**config.mk**
```make
export PLATFORM = sky130hd
export DESIGN_NAME = ifetch_queue
export DESIGN_NICKNAME = d
export VERILOG_FILES = /design/src/rtl/fetch_pkg.sv /design/src/rtl/fetch_fifo.sv /design/src/rtl/ifetch_queue.sv
export SDC_FILE = /design/constraint.sdc
export NUM_CORES = 1
export LEC_CHECK = 0
export CORE_MARGIN = 5
export CORE_UTILIZATION = 42
export DETAILED_ROUTE_END_ITERATION = 10
export PLACE_DENSITY_LB_ADDON = 0.2
export SLEW_MARGIN = 20
export SYNTH_ARGS = -nofsm -noshare
export SYNTH_HDL_FRONTEND = slang
export SYNTH_SLANG_ARGS = --single-unit
```
**constraint.sdc**
```tcl
create_clock -name clk -period 4.4 [get_ports clk]
set_input_delay 0.88 -clock clk [delete_from_list [all_inputs] [get_ports clk]]
set_output_delay 0.88 -clock clk [all_outputs]
set_load 0.05 [all_outputs]
```
**src/rtl/fetch_pkg.sv**
```systemverilog
// Shared fetch front-end types, reset/exception vectors and supervisor-preserving PC arithmetic.
package fetch_pkg;

  localparam logic [31:0] START_VEC = 32'h0000_0000;
  localparam logic [31:0] ILLOP_VEC = 32'h8000_0004;
  localparam logic [31:0] XADR_VEC  = 32'h8000_0008;

  localparam int unsigned PC_MAX_W = 64;

  typedef struct packed {
    logic [31:0] instr;
    logic [31:0] pc;
  } fifo_entry_t;

  // +4 on the low w-1 bits only; bit w-1 (supervisor) passes through untouched.
  function automatic logic [PC_MAX_W-1:0] pc_inc(input logic [PC_MAX_W-1:0] pc,
                                                 input int unsigned w);
    logic [PC_MAX_W-1:0] low_mask;
    low_mask = (PC_MAX_W'(1) << (w - 1)) - PC_MAX_W'(1);
    return (pc & ~low_mask) | ((pc + PC_MAX_W'(4)) & low_mask);
  endfunction

endpackage

```
**src/rtl/fetch_fifo.sv**
```systemverilog
// Synchronous prefetch FIFO; flush empties it in a single cycle.
module fetch_fifo #(
  parameter int unsigned DEPTH = 4,
  parameter int unsigned WIDTH = 64
) (
  input  logic                   clk,
  input  logic                   reset,
  input  logic                   push,
  input  logic [WIDTH-1:0]       push_data,
  input  logic                   pop,
  input  logic                   flush,
  output logic [WIDTH-1:0]       head_data,
  output logic [$clog2(DEPTH):0] count,
  output logic                   full,
  output logic                   empty
);

  localparam int unsigned PW = $clog2(DEPTH);

  logic [WIDTH-1:0] mem_q [DEPTH];
  logic [WIDTH-1:0] mem_d [DEPTH];
  logic [PW-1:0]    wr_ptr_q, wr_ptr_d;
  logic [PW-1:0]    rd_ptr_q, rd_ptr_d;
  logic [PW:0]      count_q, count_d;
  logic             do_push, do_pop;

  always_comb begin
    full     = count_q == (PW+1)'(DEPTH);
    empty    = count_q == '0;
    do_push  = push && !full;
    do_pop   = pop && !empty;
    mem_d    = mem_q;
    wr_ptr_d = wr_ptr_q;
    rd_ptr_d = rd_ptr_q;
    count_d  = count_q + (PW+1)'(do_push) - (PW+1)'(do_pop);
    if (do_push) begin
      mem_d[wr_ptr_q] = push_data;
      wr_ptr_d        = wr_ptr_q + PW'(1);
    end
    if (do_pop) begin
      rd_ptr_d = rd_ptr_q + PW'(1);
    end
    if (flush) begin
      wr_ptr_d = '0;
      rd_ptr_d = '0;
      count_d  = '0;
    end
  end

  always_ff @(posedge clk or negedge reset) begin
    if (!reset) begin
      mem_q    <= '{default: '0};
      wr_ptr_q <= '0;
      rd_ptr_q <= '0;
      count_q  <= '0;
    end else begin
      mem_q    <= mem_d;
      wr_ptr_q <= wr_ptr_d;
      rd_ptr_q <= rd_ptr_d;
      count_q  <= count_d;
    end
  end

  assign head_data = mem_q[rd_ptr_q];
  assign count     = count_q;

endmodule

```
**src/rtl/ifetch_queue.sv**
```systemverilog
// Fetch front end: PC generator, credited imem request stream and prefetch FIFO feeding ID.
// Optional FETCH_PERF_CNT_EN adds saturating fetched/dropped performance counters.
module ifetch_queue
  import fetch_pkg::*;
#(
  parameter int unsigned       ADDR_W     = 32,
  parameter int unsigned       DATA_W     = 32,
  parameter int unsigned       FIFO_DEPTH = 4,
  parameter logic [ADDR_W-1:0] START_ADDR = ADDR_W'(START_VEC),
  parameter logic [ADDR_W-1:0] ILLOP_ADDR = ADDR_W'(ILLOP_VEC),
  parameter logic [ADDR_W-1:0] XADR_ADDR  = ADDR_W'(XADR_VEC)
) (
  input  logic              clk,
  input  logic              reset,
  output logic              imem_req,
  output logic [ADDR_W-1:0] imem_addr,
  input  logic              imem_gnt,
  input  logic              imem_rvalid,
  input  logic [DATA_W-1:0] imem_rdata,
  input  logic              redirect_valid,
  input  logic [ADDR_W-1:0] redirect_pc,
  input  logic              exc_valid,
  input  logic              exc_sel,
  output logic              id_valid,
  output logic [DATA_W-1:0] id_instr,
  output logic [ADDR_W-1:0] id_pc,
  output logic [ADDR_W-1:0] id_pc4,
  input  logic              id_ready
`ifdef FETCH_PERF_CNT_EN
  ,
  output logic [31:0]       perf_fetched,
  output logic [31:0]       perf_dropped
`endif
);

  localparam int unsigned CW = $clog2(FIFO_DEPTH) + 1;

  typedef struct packed {
    logic [DATA_W-1:0] instr;
    logic [ADDR_W-1:0] pc;
  } entry_t;

  logic [ADDR_W-1:0] fpc_q, fpc_d, rpc_q, rpc_d, flush_target;
  logic [CW-1:0]     outstanding_q, outstanding_d, drop_q, drop_d, fifo_count;
  logic              flush, grant, drop_active;
  logic              fifo_push, fifo_pop, fifo_full, fifo_empty;
  entry_t            push_entry, head_entry;

  function automatic logic [ADDR_W-1:0] inc4(input logic [ADDR_W-1:0] pc);
    return ADDR_W'(pc_inc(PC_MAX_W'(pc), ADDR_W));
  endfunction

  always_comb begin
    flush        = exc_valid || redirect_valid;
    flush_target = exc_valid ? (exc_sel ? XADR_ADDR : ILLOP_ADDR) : redirect_pc;
    // Requests in flight plus buffered words never exceed the FIFO, so a push always fits.
    imem_req     = reset && !flush && !fifo_full &&
                   ((CW+1)'(outstanding_q) + (CW+1)'(fifo_count) < (CW+1)'(FIFO_DEPTH));
    imem_addr    = fpc_q;
    grant        = imem_req && imem_gnt;
    drop_active  = drop_q != '0;
    fifo_push    = imem_rvalid && !drop_active && !flush;
    fifo_pop     = id_valid && id_ready && !flush;
    push_entry   = '{instr: imem_rdata, pc: rpc_q};

    outstanding_d = outstanding_q + CW'(grant) - CW'(imem_rvalid);
    drop_d        = drop_q;
    fpc_d         = fpc_q;
    rpc_d         = rpc_q;
    if (flush) begin
      // Everything still in flight after this cycle's response belongs to the old stream.
      drop_d = outstanding_q - CW'(imem_rvalid);
      fpc_d  = flush_target;
      rpc_d  = flush_target;
    end else begin
      if (imem_rvalid && drop_active) drop_d = drop_q - CW'(1);
      if (grant)                      fpc_d  = inc4(fpc_q);
      if (fifo_push)                  rpc_d  = inc4(rpc_q);
    end

    id_valid = !fifo_empty;
    id_instr = fifo_empty ? '0 : head_entry.instr;
    id_pc    = fifo_empty ? '0 : head_entry.pc;
    id_pc4   = fifo_empty ? '0 : inc4(head_entry.pc);
  end

  always_ff @(posedge clk or negedge reset) begin
    if (!reset) begin
      fpc_q         <= START_ADDR;
      rpc_q         <= START_ADDR;
      outstanding_q <= '0;
      drop_q        <= '0;
    end else begin
      fpc_q         <= fpc_d;
      rpc_q         <= rpc_d;
      outstanding_q <= outstanding_d;
      drop_q        <= drop_d;
    end
  end

  fetch_fifo #(
    .DEPTH (FIFO_DEPTH),
    .WIDTH (DATA_W + ADDR_W)
  ) u_fifo (
    .clk       (clk),
    .reset     (reset),
    .push      (fifo_push),
    .push_data (push_entry),
    .pop       (fifo_pop),
    .flush     (flush),
    .head_data (head_entry),
    .count     (fifo_count),
    .full      (fifo_full),
    .empty     (fifo_empty)
  );

`ifdef FETCH_PERF_CNT_EN
  logic [31:0] fetched_q, fetched_d, dropped_q, dropped_d;
  logic [32:0] dropped_sum;

  always_comb begin
    fetched_d   = (fifo_pop && fetched_q != '1) ? fetched_q + 32'd1 : fetched_q;
    dropped_sum = {1'b0, dropped_q} + (flush ? 33'(fifo_count) : 33'd0)
                + 33'(imem_rvalid && (drop_active || flush));
    dropped_d   = dropped_sum[32] ? '1 : dropped_sum[31:0];
  end

  always_ff @(posedge clk or negedge reset) begin
    if (!reset) begin
      fetched_q <= '0;
      dropped_q <= '0;
    end else begin
      fetched_q <= fetched_d;
      dropped_q <= dropped_d;
    end
  end

  assign perf_fetched = fetched_q;
  assign perf_dropped = dropped_q;
`endif

endmodule

```
==> results of run 1 <==
==> area by class of cell <==
cell class	instances	area [µm²]
repair buffers	237	2470
well taps	518	648
inverters	32	120
multi-input cells	899	7850
clock inverters	8	65.1
clock buffers	60	1120
flip-flops and latches	330	8270
fillers	3384	18400
==> per-layer routing <==
metal,part of all wire,GRT usage
met1,0.43,0.267
met2,0.51,0.346
met3,0.040,0.0268
met4,0.022,0.0459
met5,0,0
==> through the flow <==
step | utilization | setup WS (ns) | cells
final | 0.528 | 0.139 | 2084
after global routing | 0.528 | -0.00618 | 2084
after CTS | 0.527 | 0.0570 | 2079
after detailed placement | 0.495 | 0.461 | 2010
after global placement | 0.495 | 0.475 | 2010
after floorplan | - | 0.136 | 1347
==> what timing repair did <==
item | CTS | global route
endpoints found under the setup margin | 7 | 5
cloned | 0 | 0
resized for setup | 1 | 1
pin swaps | 0 | 1
buffers inserted | 1 | 5
==> power by group through the flow <==
stage / clock network, mW / logic [mW] / registers (mW)
6_report: 3.00 / 1.15 / 3.49
5_1_grt: 3.20 / 1.27 / 3.52
4_1_cts: 3.08 / 1.16 / 3.48
3_5_place_dp: 0 / 1.16 / 3.54
3_3_place_gp: 0 / 1.13 / 3.53
2_1_floorplan: 0 / 0.753 / 3.51
==> worst register-to-register path: stages (launching register included) <==
cell and delay, ns:
dfrtp_1 0.46, ha_1 0.30, or4b_1 0.51, a2111oi_2 0.34, buf_4 0.19, and2_1 0.16, inv_2 0.15, ha_1 0.30
inv_1 0.05, ha_1 0.13, inv_1 0.05, fa_1 0.38, xnor2_1 0.17, xnor2_1 0.15
==> path summary, 6_finish.rpt <==
kind | start | endpoint | slack (ns) | cells after the start
worst max-delay path | u_fifo.rd_ptr_q[0] | id_pc4[18] | 0.14 | 7
worst min-delay path | u_fifo.mem_q[212] | u_fifo.mem_q[212] | 0.48 | 2
worst max register to register | u_fifo.count[2] | outstanding_q[2] | 0.98 | 13
worst min register to register | u_fifo.mem_q[212] | u_fifo.mem_q[212] | 0.48 | 2
max in group asynchronous | reset | u_fifo.mem_q[52] | 1.65 | 4
min in group asynchronous | reset | u_fifo.mem_q[27] | 0.57 | 2
==> cells by family after synthesis <==
| group | after synthesis | share of synthesized area |
|---|---|---|
| and+or+nand+nor | 343 | 0.108 |
| adders and majority gates | 19 | 0.0152 |
| muxes | 314 | 0.259 |
| AOI/OAI and AO/OA | 170 | 0.0602 |
| buffers and inverters | 118 | 0.0318 |
| DFF | 330 | 0.498 |
| xor gates and xnor gates | 53 | 0.0280 |
==> cells in the final DEF, fill, tap and decap left out, types with 3 or more instances in the layout <==
cell type	netlist	final
a211oi_1	7	7
a21boi_0	8	8
a21oi_1	73	73
and2_1	74	74
and3_1	9	9
and4_1	5	5
buf_12	0	17
buf_4	7	41
clkbuf_1	65	14
clkbuf_16	0	39
clkbuf_8	2	7
clkdlybuf4s50_1	0	176
clkinv_2	0	5
dfrtp_1	330	328
ha_1	17	17
inv_1	31	30
mux2_2	244	244
mux2i_1	4	4
mux4_1	12	12
mux4_2	52	52
nand2_1	94	90
nand2_4	0	4
nand3_1	34	34
nand3b_1	3	3
nand4_1	15	15
nor2_1	65	65
nor3_1	14	13
o21a_1	4	4
o21ai_0	50	50
o21bai_1	5	5
o22a_1	4	4
o31ai_1	7	7
or2_2	3	3
xnor2_1	25	25
xor2_1	28	28
==> sequential cells by signal, summed over array words and instances, names as in the netlist <==
signal           cells
u_fifo.mem_q       256
imem_addr           32
rpc_q               29
u_fifo.wr_ptr_q      2
u_fifo.count         3
drop_q               3
outstanding_q        3
u_fifo.rd_ptr_q      2
==> results.cfg, run 1 <==
[floorplan]
coreArea_um2 = 38900
initial_core_util = 0.427
die_h_um = 209
dieArea_um2 = 43600
die_w_um = 209
rows = 72
ios = 202

[timing]
max-slew-margin-rel = 0.281
tightest_slew_ns = 1.08
fmax_mhz = 235
finalCritPeriodShare = 0.968
finClkSkew_ns = 0.0187
min_period_ns = 4.26
whs_ns = 0.481
hold_violations = 0
finalSetupTns_ns = 0
finalMaxSlewViolations = 0
setup_violations = 0

[power]
leakagePower_nw = 9.28
p_int_mw = 5.65
p_sw_frac = 0.260
peakVddDrop_mv = 0.278
p_per_area_nw_per_um2 = 372
switchingPower_mw = 1.99
clkPwrFrac = 0.393
p_seq_frac = 0.457
fin_total_pwr_mw = 7.64
comb_power_share = 0.150

[drt]
drt-pass1-iter-count = 5
vias_per_cell = 5.52
drc = 0
dr_total_vias = 11500
routed_wl_um = 44100
drtAntennaViolNets = 0
wl_per_cell_um = 21.1
drtIter0Drc = 745

[clocking]
clock_tree.buffer_depth = 3
cts_max_level = 2
holdBufCountCts = 0
cts_tree = built
clk_pin_slew_worst_paths_ns = 0.06
clock-sinks = 330
clock_latency_ns = 0.52
cts_buffers = 38
clockRootBuffer = clkbuf_16

[placed_design]
dp_hpwl_um = 30000
place_area_um2 = 19300
gp_congestion = 0.858
io_buffer_count = 201

[setup_path]
cp-end-kind = primary output
critPathLaunchType = flop
critical-path-slowest-cell = or4_4
path_buf_inv = 2
critPathMaxFanout = 11
crit_family = simple AND/OR/NAND/NOR gates
critPathKind = reg2out
cp.required_ns = 3.52
slowest_delay_ns = 0.66
crit_chain = buf_4 -> mux4_2 -> nand4_4 -> or4_4 -> or3_1 -> a21oi_1 -> buf_12
arrival_ns = 3.38

[synthesis]
ys_ff_latch = 330
synth_top_cells_by_count = dfrtp_1, mux2_2, nand2_1
ys_types = 69
synth_area_um2 = 16600
syn_avg_cell_area_um2 = 12.3
yosysSeqAreaShare = 0.498
yosysMostFrequentCell = dfrtp_1
ys_warn_count = 0
synth_nets = 1438
synth_ff_type = dfrtp_1
synthCells = 1347
synth_edf_count = 0
synth_area_leaders = dfrtp_1, mux2_2, mux4_2, and2_1, a21oi_1
async_reset_ff_frac = 1.00
yosys.area.top_type = dfrtp_1
synth_top_area_share = 0.498

[cells_and_area]
drive_above_1_share = 0.281
syn_to_final_growth_pct = 23.8
final_nets = 1629
n_antenna_cell = 0
final_cell_area_um2 = 20500

[grt]
grtUsageTotal = 0.199
grt_overflow = 0
grt_pass1_vias = 12100
antenna_found_initial = 0
grt_max_degree = 73
grt_pass1_wl_um = 70200

[run_status]
status = complete, no violations

[run]
cap_viol_max_count = 0

[hold_path]
hold_path.class = reg2reg
Note: power is estimated with default switching activity, not from simulation.
==> run 2: changes to the inputs <==
--- a/config.mk
+++ b/config.mk
@@ -5,11 +5,12 @@
 export SDC_FILE = /design/constraint.sdc
 export NUM_CORES = 1
 export LEC_CHECK = 0
-export CORE_MARGIN = 5
 export CORE_UTILIZATION = 42
 export DETAILED_ROUTE_END_ITERATION = 10
 export PLACE_DENSITY_LB_ADDON = 0.2
+export SKIP_CTS_REPAIR_TIMING = 1
 export SLEW_MARGIN = 20
 export SYNTH_ARGS = -nofsm -noshare
 export SYNTH_HDL_FRONTEND = slang
 export SYNTH_SLANG_ARGS = --single-unit
+export TNS_END_PERCENT = 30
==> results.cfg, run 2 (synthesis gave the netlist of run 1 again) <==
[setup_path]
path_buf_inv = 3
critPathLaunchType = flop
cp-end-kind = primary output
critical-path-slowest-cell = dfrtp_4
crit_family = simple AND/OR/NAND/NOR gates
critPathMaxFanout = 12
critPathKind = reg2out
cp.required_ns = 3.52
arrival_ns = 3.39
crit_chain = buf_16 -> mux4_2 -> nand4_1 -> nor4_4 -> buf_4 -> or4b_1 -> xnor2_1 -> nor2_1 -> buf_12
slowest_delay_ns = 0.58

[timing]
max-slew-margin-rel = 0.267
finalMaxSlewViolations = 0
finalSetupTns_ns = 0
setup_slack_ns = 0.126
tightest_slew_ns = 1.10
rsz0062_at_grt = no
min_period_ns = 4.27
finClkSkew_ns = 0.0162
hold_violations = 0
setup_violations = 0
finalCritPeriodShare = 0.971
whs_ns = 0.480
fmax_mhz = 234

[drt]
routed_wl_um = 43700
drt-pass1-iter-count = 5
wl_per_cell_um = 21.0
vias_per_cell = 5.50
dr_total_vias = 11400
drtAntennaViolNets = 0
drtIter0Drc = 731
drc = 0

[cells_and_area]
layout_commonest_cell = dfrtp_1
syn_to_final_growth_pct = 24.2
layout.cells.non_filler = 2079
drive_above_1_share = 0.284
final_cell_area_um2 = 20600
n_antenna_cell = 0
fillCellCount = 3330
layout_common_cells = dfrtp_1, mux2_2, clkdlybuf4s50_1, nand2_1, and2_1
fin_util = 0.531
largest_reg_flops = 256
final_nets = 1627
regMostFlops = u_fifo.mem_q

[grt]
grt_pass1_wl_um = 69600
grt_max_degree = 177
antenna_found_initial = 0
grtUsageTotal = 0.218
grt_pass1_vias = 11900
grt_overflow = 0

[placed_design]
dp_cells = 2009
gp_congestion = 0.888
io_buffer_count = 201
place_ws_ns = 0.376
dp_hpwl_um = 29600
place_area_um2 = 19300

[clocking]
clock-sinks = 330
clock_latency_ns = 0.52
cts_buffers = 38
cts_max_level = 2
cts_tree = built
clk_pin_slew_worst_paths_ns = 0.06
clockRootBuffer = clkbuf_16
clock_tree.buffer_depth = 3

[power]
fin_total_pwr_mw = 7.83
p_per_area_nw_per_um2 = 380
peakVddDrop_mv = 0.258
leakagePower_nw = 9.29

[floorplan]
die_w_um = 201
ios = 202
initial_core_util = 0.427
die_h_um = 201
rows = 72
dieArea_um2 = 40300
coreArea_um2 = 38800

[run]
cap_viol_max_count = 0

[hold_path]
hold_path.class = reg2reg

[run_status]
status = complete, no violations
==> run 2: changes by cell type in the layout (fill, tap and decap cells not counted), moves of 2 or more <==
| cell | before | now |
|---|---|---|
| mux4_2 | 52 | 54 |
| mux4_1 | 12 | 10 |
| buf_12 | 17 | 19 |
| bufinv_16 | 0 | 4 |
| clkbuf_1 | 14 | 9 |
| buf_4 | 41 | 38 |
| clkinv_8 | 2 | 0 |
==> run 2: routing by layer <==
metal | vias up | part of all wire | GRT usage
met3 | 77 | 0.040 | 0.0292
met2 | 282 | 0.50 | 0.364
met5 | - | 0 | 0
li1 | 5208 | - | -
met1 | 5873 | 0.44 | 0.297
met4 | 0 | 0.027 | 0.0673
==> run 2: path summary, 6_finish.rpt <==
check | end | slack (ns) | cells past startpoint | startpoint
min in group asynchronous | drop_q[0] | 0.51 | 2 | reset
worst min-delay path | u_fifo.mem_q[90] | 0.48 | 2 | u_fifo.mem_q[90]
worst max-delay path | id_pc4[25] | 0.13 | 9 | u_fifo.rd_ptr_q[0]
worst min register to register | u_fifo.mem_q[90] | 0.48 | 2 | u_fifo.mem_q[90]
max in group asynchronous | u_fifo.rd_ptr_q[0] | 1.82 | 4 | reset
worst max register to register | outstanding_q[2] | 0.98 | 13 | u_fifo.count[2]
==> run 2: cell type report <==
class,instances,area (µm²),share of cell area
tap,518,648,0.0314
multi-input combinational,899,7850,0.381
inverter,32,120,0.00583
clock buffer,54,1090,0.0530
sequential,330,8270,0.401
clock inverter,11,161,0.00783
timing repair buffer,235,2470,0.120
==> run 2: worst min-delay path, delay by kind of cell (launching register included) <==
family             cells  cell delay, ns
DFF                    1            0.34
AOI/OAI and AO/OA      1            0.06
and+or+nand+nor        1            0.05
==> run 2: where the power goes <==
part / switching [mW] / internal, mW / total, mW
combinational: 0.565 / 0.592 / 1.16
clock: 1.23 / 1.96 / 3.19
sequential: 0.186 / 3.30 / 3.49
total: 1.98 / 5.85 / 7.83
==> run 3: changes to the inputs <==
--- a/config.mk
+++ b/config.mk
@@ -7,6 +7,8 @@
 export LEC_CHECK = 0
 export CORE_UTILIZATION = 42
 export DETAILED_ROUTE_END_ITERATION = 10
+export GPL_ROUTABILITY_DRIVEN = 0
+export MAX_ROUTING_LAYER = met4
 export PLACE_DENSITY_LB_ADDON = 0.2
 export SKIP_CTS_REPAIR_TIMING = 1
 export SLEW_MARGIN = 20
==> results.cfg, run 3 (synthesis gave the netlist of run 1 again) <==
[run_status]
status = complete, no violations

[timing]
finClkSkew_ns = 0.0154
finalCritPeriodShare = 0.970
finalSetupTns_ns = 0
fmax_mhz = 234
max-slew-margin-rel = 0.273
setup_slack_ns = 0.130
hold_violations = 0
setup_violations = 0
tightest_slew_ns = 1.09
whs_ns = 0.484
min_period_ns = 4.27
finalMaxSlewViolations = 0
rsz0062_at_grt = no

[floorplan]
coreArea_um2 = 38800
initial_core_util = 0.427
ios = 202
die_w_um = 201
die_h_um = 201
rows = 72
dieArea_um2 = 40300

[setup_path]
arrival_ns = 3.39
critPathMaxFanout = 12
critPathLaunchType = flop
cp-end-kind = primary output
r2r_start = u_fifo.count[2]
reg2reg_slack_ns = 0.98
critPathKind = reg2out
reg2reg_depth = 13
cp.required_ns = 3.52
r2r-end = outstanding_q[2]

[drt]
wl_per_cell_um = 21.0
vias_per_cell = 5.51
drt-pass1-iter-count = 6
drc = 0
dr_total_vias = 11500
drtIter0Drc = 736
routed_wl_um = 43800
drtAntennaViolNets = 0

[power]
fin_total_pwr_mw = 7.83
p_seq_frac = 0.446
p_sw_frac = 0.253
peakVddDrop_mv = 0.257
switchingPower_mw = 1.98
comb_power_share = 0.148
p_per_area_nw_per_um2 = 380
p_int_mw = 5.85
leakagePower_nw = 9.30
clkPwrFrac = 0.407

[clocking]
clock-sinks = 330
cts_buffers = 38
cts_tree = built
clockRootBuffer = clkbuf_16
clock_tree.buffer_depth = 3
cts_max_level = 2
clk_pin_slew_worst_paths_ns = 0.06
clock_latency_ns = 0.52

[cells_and_area]
layout_commonest_cell = dfrtp_1
regMostFlops = u_fifo.mem_q
final_nets = 1629
final_cell_area_um2 = 20600
syn_to_final_growth_pct = 24.2
layout_common_cells = dfrtp_1, mux2_2, clkdlybuf4s50_1, nand2_1, and2_1
fin_util = 0.531
layout.cells.non_filler = 2081
fillCellCount = 3331
n_antenna_cell = 0
largest_reg_flops = 256
drive_above_1_share = 0.284

[placed_design]
io_buffer_count = 201
dp_hpwl_um = 29600
place_area_um2 = 19300
dp_cells = 2009
place_ws_ns = 0.376

[hold_path]
hold_path.class = reg2reg
worstHoldStart = u_fifo.mem_q[90]
hold_end = u_fifo.mem_q[90]
holdPathStages = 2

[grt]
antenna_found_initial = 0
grtUsageTotal = 0.225
grt_pass1_wl_um = 69700
grt_pass1_vias = 11900
grt_overflow = 0
grt_max_degree = 177

[run]
cap_viol_max_count = 0
-- run 3: changes by cell type in the layout (fill, tap and decap cells not counted), sizes merged --
cell / before / now
buf: 59 / 61
-- run 3: how the worst max path moves through the flow --
stage,start,end
after CTS,u_fifo.rd_ptr_q[1],id_pc4[18]
final,u_fifo.rd_ptr_q[0],id_pc4[27]
after detailed placement,u_fifo.rd_ptr_q[1],id_pc4[18]
after floorplan,reset,outstanding_q[2]
after global routing,u_fifo.rd_ptr_q[1],id_pc4[18]
after global placement,u_fifo.rd_ptr_q[1],id_pc4[18]
-- run 3: critical path, stage by stage (launching register included) --
cell and delay [ns]:
dfrtp_4 0.57, buf_16 0.20, mux4_1 0.41, nand4_1 0.29, nor4_1 0.69, nand3_1 0.19, xor2_1 0.18, nor2_1 0.18
buf_12 0.17
-- run 3: power groups by stage --
stage,combinational [mW],clock (mW),sequential [mW]
6_report,1.16,3.18,3.49
5_1_grt,1.26,3.40,3.52
4_1_cts,1.17,3.26,3.49
3_5_place_dp,1.16,0,3.54
2_1_floorplan,0.753,0,3.51
3_3_place_gp,1.14,0,3.53
-- run 3: final cells by class --
class,instances,area (µm²),area share
clock buffer,54,1090,0.0530
clock inverter,11,161,0.00783
inverter,32,120,0.00583
multi-input combinational,899,7850,0.381
sequential,330,8270,0.401
tap,518,648,0.0314
timing repair buffer,237,2480,0.121
-- run 3: layer usage --
metal	part of all wire	track usage	wire length, µm	vias up
li1	-	-	-	5215
met1	0.44	0.296	19100	5880
met2	0.50	0.365	21700	292
met3	0.042	0.0292	1830	75
met4	0.026	0.0673	1140	0
met5	0	-	0	-
